[src/rtl/wide_bus_beat_assembler.sv]
// Packs NBEATS narrow beats into one wide word behind a registered valid/ready output.
// Define WIDE_BUS_ASM_REDUCE_EN to add per-beat accumulated AND/OR/XOR reductions of the word.
module wide_bus_beat_assembler #(
    parameter int WIDE_W = 256,
    parameter int BEAT_W = 32
) (
    input  logic                                 clk,
    input  logic                                 rst_n,
    input  logic                                 in_valid,
    output logic                                 in_ready,
    input  logic [BEAT_W-1:0]                    in_data,
    input  logic                                 in_last,
    output logic                                 out_valid,
    input  logic                                 out_ready,
    output logic [WIDE_W-1:0]                    out_data,
    output logic [$clog2(WIDE_W/BEAT_W):0]       out_beats,
    output logic                                 out_short
`ifdef WIDE_BUS_ASM_REDUCE_EN
    ,
    output logic                                 red_and,
    output logic                                 red_or,
    output logic                                 red_xor
`endif
);

    localparam int NBEATS = WIDE_W / BEAT_W;
    localparam int CNT_W  = $clog2(NBEATS) + 1;

    typedef enum logic {
        FILL = 1'b0,
        HOLD = 1'b1
    } state_t;

    state_t             r_state;
    state_t             w_state_nxt;
    logic [WIDE_W-1:0]  r_word;
    logic [CNT_W-1:0]   r_count;
    logic               r_short;

    logic w_accept;
    logic w_full;
    logic w_close;
    logic w_release;

    assign w_accept  = in_valid && (r_state == FILL);
    assign w_full    = (r_count == CNT_W'(NBEATS - 1));
    assign w_close   = w_accept && (w_full || in_last);
    assign w_release = (r_state == HOLD) && out_ready;

    // NOTE: sequential state uses non-blocking assignments so every register samples pre-edge values.
    always_ff @(posedge clk or negedge rst_n) begin
        if (!rst_n) begin
            r_state <= FILL;
        end else begin
            r_state <= w_state_nxt;
        end
    end

    // NOTE: next state is defaulted before the case so no path leaves it unassigned (no latch).
    always_comb begin
        w_state_nxt = r_state;
        case (r_state)
            FILL:    if (w_close)   w_state_nxt = HOLD;
            HOLD:    if (out_ready) w_state_nxt = FILL;
            default: w_state_nxt = FILL;
        endcase
    end

    // NOTE: the word register is reset because unfilled slots of a short frame must read as zero.
    always_ff @(posedge clk or negedge rst_n) begin
        if (!rst_n) begin
            r_word  <= '0;
            r_count <= '0;
            r_short <= 1'b0;
        end else if (w_release) begin
            r_word  <= '0;
            r_count <= '0;
            r_short <= 1'b0;
        end else if (w_accept) begin
            for (int k = 0; k < NBEATS; k++) begin
                if (r_count == CNT_W'(k)) r_word[k*BEAT_W +: BEAT_W] <= in_data;
            end
            r_count <= r_count + CNT_W'(1);
            if (w_close) r_short <= !w_full;
        end
    end

    assign in_ready  = (r_state == FILL);
    assign out_valid = (r_state == HOLD);
    assign out_data  = r_word;
    assign out_beats = r_count;
    assign out_short = r_short;

`ifdef WIDE_BUS_ASM_REDUCE_EN
    logic r_acc_and;
    logic r_acc_or;
    logic r_acc_xor;
    logic r_red_and;
    logic r_red_or;
    logic r_red_xor;

    // Zero-filled slots of a short word pull the AND low, so it is only kept on a full close.
    always_ff @(posedge clk or negedge rst_n) begin
        if (!rst_n) begin
            r_acc_and <= 1'b1;
            r_acc_or  <= 1'b0;
            r_acc_xor <= 1'b0;
            r_red_and <= 1'b0;
            r_red_or  <= 1'b0;
            r_red_xor <= 1'b0;
        end else if (w_release) begin
            r_acc_and <= 1'b1;
            r_acc_or  <= 1'b0;
            r_acc_xor <= 1'b0;
            r_red_and <= 1'b0;
            r_red_or  <= 1'b0;
            r_red_xor <= 1'b0;
        end else if (w_close) begin
            r_red_and <= r_acc_and & (&in_data) & w_full;
            r_red_or  <= r_acc_or | (|in_data);
            r_red_xor <= r_acc_xor ^ (^in_data);
        end else if (w_accept) begin
            r_acc_and <= r_acc_and & (&in_data);
            r_acc_or  <= r_acc_or | (|in_data);
            r_acc_xor <= r_acc_xor ^ (^in_data);
        end
    end

    assign red_and = r_red_and;
    assign red_or  = r_red_or;
    assign red_xor = r_red_xor;
`endif

endmodule

[config.mk]
export PLATFORM = sky130hd
export DESIGN_NAME = wide_bus_beat_assembler
export DESIGN_NICKNAME = d
export VERILOG_FILES = /design/src/rtl/wide_bus_beat_assembler.sv
export SDC_FILE = /design/constraint.sdc
export NUM_CORES = 1
export LEC_CHECK = 0
export CAP_MARGIN = 25
export CORE_ASPECT_RATIO = 1.4
export CORE_MARGIN = 4
export CORE_UTILIZATION = 40
export CTS_CLUSTER_SIZE = 25
export DETAILED_ROUTE_END_ITERATION = 12
export MAX_ROUTING_LAYER = met4
export PLACE_DENSITY = 0.75
export SETUP_SLACK_MARGIN = 0.5
export SYNTH_ARGS = -nofsm -noshare
export SYNTH_HDL_FRONTEND = slang
export SYNTH_SLANG_ARGS = --single-unit
[constraint.sdc]
create_clock -name clk -period 2.1 [get_ports clk]
set_input_delay 0.42 -clock clk [delete_from_list [all_inputs] [get_ports clk]]
set_output_delay 0.42 -clock clk [all_outputs]
set_load 0.05 [all_outputs]
**Word level (Yosys, flattened, before mapping)**

Cells that the tools add are included.
W data, S select, Z words.

- Register bits after elaboration: 262
- Word-level logic and storage cells: 63

- $add $sub $neg: 1
- Equality and inequality tests: 7
- Multiplexer cells: 18
- Reduce and logical (&&, ||, !) cells: 25
- Bitwise logic cells: 1

Operators by type and width:

| kind | count |
|---|---|
| $mux W256 | 2 |
| $mux W32 | 8 |
| $reduce_bool A2 Y1 | 10 |
| $reduce_and A2 Y1 | 9 |
| $eq A4 B3 Y1 const B | 4 |
| $eq A4 B2 Y1 const B | 2 |
| $mux W4 | 2 |
| $mux W1 | 5 |
| $add A4 B1 Y4 const B | 1 |
| $eq A4 B1 Y1 const B | 1 |
| $logic_not A4 Y1 | 1 |
| $logic_and A1 B1 Y1 | 3 |
| $pmux W1 S2 | 1 |
| $logic_not A1 Y1 | 1 |
| $logic_or A1 B1 Y1 | 1 |
| $not A1 Y1 | 1 |

**Longest topological paths before layout**

- Depth in word-level cells: 6
- Depth in mapped cells: 7

**Worst setup path after synthesis**

Ideal clock, no wire load.

- Path type: register to register
- Start: register r_count[2], in the netlist out_beats[2]
- End: register r_word[164], in the netlist out_data[164]
- Setup slack: 0.253 ns
- Arrival: 1.764 ns
- Clock period less this slack: 1.847 ns
- Stages on the path, launching flop included: 8
- Data required time: 2.017 ns
- Cells stage by stage: dfrtp_1 buf_2 and4bb_1 buf_4 buf_4 buf_1 nand3_1 o21ai_0

- Cells in the longest elaborated chain, start to end: 3

Ends and longest elaborated chain:

| element | line | source |
|---|---|---|
| start, declared | 37 | `logic [CNT_W-1:0] r_count;` |
| start signal, assigned | 83 | `r_count <= r_count + CNT_W'(1);` |
| $eq A4 B3 Y1 | 81 | `if (r_count == CNT_W'(k)) r_word[k*BEAT_W +: BEAT_W] <= in_data;` |
| $reduce_bool A2 Y1 (no line) | n/a |  |
| $reduce_and A2 Y1 (no line) | n/a |  |
| end signal, assigned by index | 81 |  |
| end, declared | 36 | `logic [WIDE_W-1:0] r_word;` |

No other way between the ends.
A chain may end at the register's enable or synchronous reset.

**Worst setup path in the final report**

- Start: register r_state, in the netlist out_valid
- End: register r_word[146], in the netlist out_data[146]

- Cells in the longest elaborated chain, start to end: 4
- Elaborated cells on any way between the ends: 7
- Classes of those cells: mux: 1; bitwise: 1; reduce/logical: 5

Ends and longest elaborated chain:

| element | line | source |
|---|---|---|
| start, declared | 34 | `state_t r_state;` |
| start signal, assigned | 55 | `r_state <= w_state_nxt;` |
| $not A1 Y1 | n/a |  |
| $logic_and A1 B1 Y1 | 45 | `assign w_accept = in_valid && (r_state == FILL);` |
| $reduce_bool A2 Y1 (no line) | n/a |  |
| $reduce_and A2 Y1 (no line) | n/a |  |

Several ways; a longest one is shown, not always the timed one.

==> flow_summary_export.csv <==
group,metric,value,unit
run_status,status,"completed",
grt,antenna_found_initial,0,
clock_network,cts_buffer_depth,3,
critical_path,cp.arrival,2.20,ns
clock_network,cts_root_buf,"clkbuf_16",
timing,finalCriticalPeriod,1.77,ns
grt,grt_pass1_wl,61300,um
grt,grtUsageTotal,0.264,
yosys,syn_inst,1214,
final_layout,n_antenna_cell,0,
final_layout,drive_gt1_frac,0.371,
placement,hpwl,26300,um
power,p_per_area,1650,nW/um^2
timing,slew_headroom,0.543,
power,p_leak,7.52,nW
yosys,ys_warn_count,0,
floorplanning,start_util,0.407,
route,first_iter_violations,1098,
timing,rsz0062_at_grt,"yes",
grt,grt-ovfl-total,0,
clock_network,clk_pin_slew,0.07,ns
final_layout,final_common_cell,"dfrtp_1",
floorplanning,placementRows,71,
timing,finalHoldViolations,0,
yosys,synth-seq-cells,262,
grt,grt_start_max_net_pins,65,
final_layout,area.growth.synth_to_final,47.9,%
clock_network,cts_buffers,25,
yosys,yosysSeqAreaShare,0.597,
grt,use_met1,0.321,
yosys,synth_nets,1255,
min_path,hp-class,"primary input to asynchronous set/reset pin",
clock_network,htreeDepth,1,
timing,worstMarginPinSlew,0.684,ns
final_layout,fin_area,16200,um^2
grt,grt_pass1_vias,10400,
power,peakVddDrop,1040,uV
clock_network,cts_sinks,262,
grt,met2_usage,0.436,
grt,use_met3,0.0246,
critical_path,r2r_cells,6,
route,via_per_inst,5.93,
final_layout,final_cell_mix,"dfrtp_1, nand2_1, nand3_1, o21ai_1, buf_2",
route,antenna_left,0,
floorplanning,die_w,148,um
critical_path,critPathCaptureType,"register",
floorplanning,io_pins,300,
timing,drv_slew,0,
route,wl_per_cell,24.5,um
timing,setup_violations,0,
critical_path,path_max_fanout,8,
timing,max_freq,0.566,GHz
yosys,netlist_area,11000,um^2
yosys,avgSynthCellArea,9.05,um^2
critical_path,r2r_start,"out_valid",
floorplanning,die_h,204,um
final_layout,final_nets,1559,
placement,gp_congestion,0.835,
yosys,ys_types,28,
route,drc,0,
power,total_power,26.8,mW
route,wirelength,46500,um
route,num_vias,11200,
timing,finalClockSkew,0.0110,ns
timing,worst_hold_slack,0.435,ns
route,dr.pass1.iters,6,
clock_network,worstSkewPairLatency,0.53,ns
critical_path,worstSetupPathType,"register to register",
timing,post-route-period-util,0.841,
run,maxCapViolCount,0,
grt,grt_busiest_layer,"met2",
floorplanning,core_area,27000,um^2
clock_network,cts_tree,"yes",
placement,io_buffers,299,
critical_path,cp.required,2.53,ns
critical_path,critPathLaunchType,"register",
critical_path,rrSetupSlack,0.33,ns
critical_path,r2r_end,"out_data[146]",
floorplanning,die_area,30200,um^2
placement,placed_area,14500,um^2
## cell families after synthesis
group                      Yosys count  synth area share
muxes                                1          0.000911
AOI/OAI and AO/OA                  294             0.134
and+or+nand+nor                    502             0.208
DFF                                262             0.597
adders and majority gates            4           0.00455
buffers and inverters              151            0.0559
## state kept, by name (all words and copies together) (netlist names)
signal	count
out_beats	4
out_valid	1
out_data	256
out_short	1
## cells in the mapped netlist
| library cell | n | share of area |
|---|---|---|
| a21oi_1 | 33 | 0.015 |
| a31oi_1 | 1 | 0.00057 |
| and2_1 | 7 | 0.0040 |
| and4bb_1 | 1 | 0.0011 |
| buf_1 | 20 | 0.0068 |
| buf_2 | 19 | 0.0087 |
| buf_4 | 6 | 0.0041 |
| clkbuf_1 | 100 | 0.034 |
| clkbuf_2 | 1 | 0.00045 |
| dfrtp_1 | 262 | 0.60 |
| ha_1 | 4 | 0.0046 |
| inv_1 | 5 | 0.0017 |
| mux2i_1 | 1 | 0.00091 |
| nand2_1 | 227 | 0.078 |
| nand2b_1 | 1 | 0.00057 |
| nand3_1 | 256 | 0.12 |
| nand3b_1 | 1 | 0.00068 |
| nand4_1 | 3 | 0.0017 |
| nand4bb_1 | 1 | 0.0010 |
| nor2_1 | 1 | 0.00034 |
| nor2b_1 | 1 | 0.00057 |
| nor3_1 | 1 | 0.00045 |
| nor4b_4 | 1 | 0.0022 |
| nor4bb_1 | 1 | 0.00091 |
| o21ai_0 | 248 | 0.11 |
| o21ai_1 | 10 | 0.0046 |
| o22ai_1 | 1 | 0.00057 |
| o31ai_1 | 1 | 0.00068 |
## layout make-up
cell class                 instances  area [um^2]
sequential                       262         6560
multi-input combinational        809         4540
fill                            2316        10800
clock buffer                      35          723
inverter                           5         21.3
tap                              365          457
clock inverter                     6         91.3
timing repair buffer             415         3850
## stage by stage
step            util  std cells  setup slack (ns)  TNS (ns)
2_1_floorplan      -       1214             0.439         0
3_3_place_gp   0.538       1784           0.00843         0
3_5_place_dp   0.538       1784           -0.0396     -1.05
4_1_cts        0.562       1838             0.379         0
5_1_grt        0.602       1897             0.276         0
6_report       0.602       1897             0.334         0
## where the power goes
group	switching, mW	internal, mW
Combinational	10.3	4.05
Clock	1.95	2.64
Sequential	1.17	6.71
Total	13.4	13.4
## per-layer routing
| layer | share of wire | vias up |
|---|---|---|
| met5 | 0 | - |
| met4 | 0.078 | 0 |
| met3 | 0.081 | 245 |
| met2 | 0.49 | 775 |
| met1 | 0.35 | 5478 |
| li1 | - | 4747 |
## critical path, cell delays in order (launching register included)
cell and delay (ns):
dfrtp_2 0.45, buf_4 0.16, nor4bb_4 0.39, buf_6 0.24, clkbuf_16 0.19, nand3_1 0.10
o21ai_1 0.14
## repair_timing
action                                  in CTS  in global routing
endpoints found under the setup margin     430                444
buffers inserted                             8                 25
gates cloned                                 4                 34
pin swaps                                    2                 45
gates resized for setup                   1053                630
endpoints found under the hold margin       52                  0
hold buffers                                 1                  0
## worst max path at each step
stage                  from       endpoint  slack [ns]  depth (start not counted)
5_1_grt           out_valid   out_data[43]        0.28                          6
3_5_place_dp       in_valid  out_data[223]       -0.04                          4
6_report          out_valid  out_data[146]        0.33                          6
3_3_place_gp       in_valid  out_data[220]       0.008                          4
4_1_cts        out_beats[2]   out_data[79]        0.38                          6
2_1_floorplan  out_beats[2]  out_data[100]        0.44                          5
Note: power is estimated with default switching activity, not from simulation.
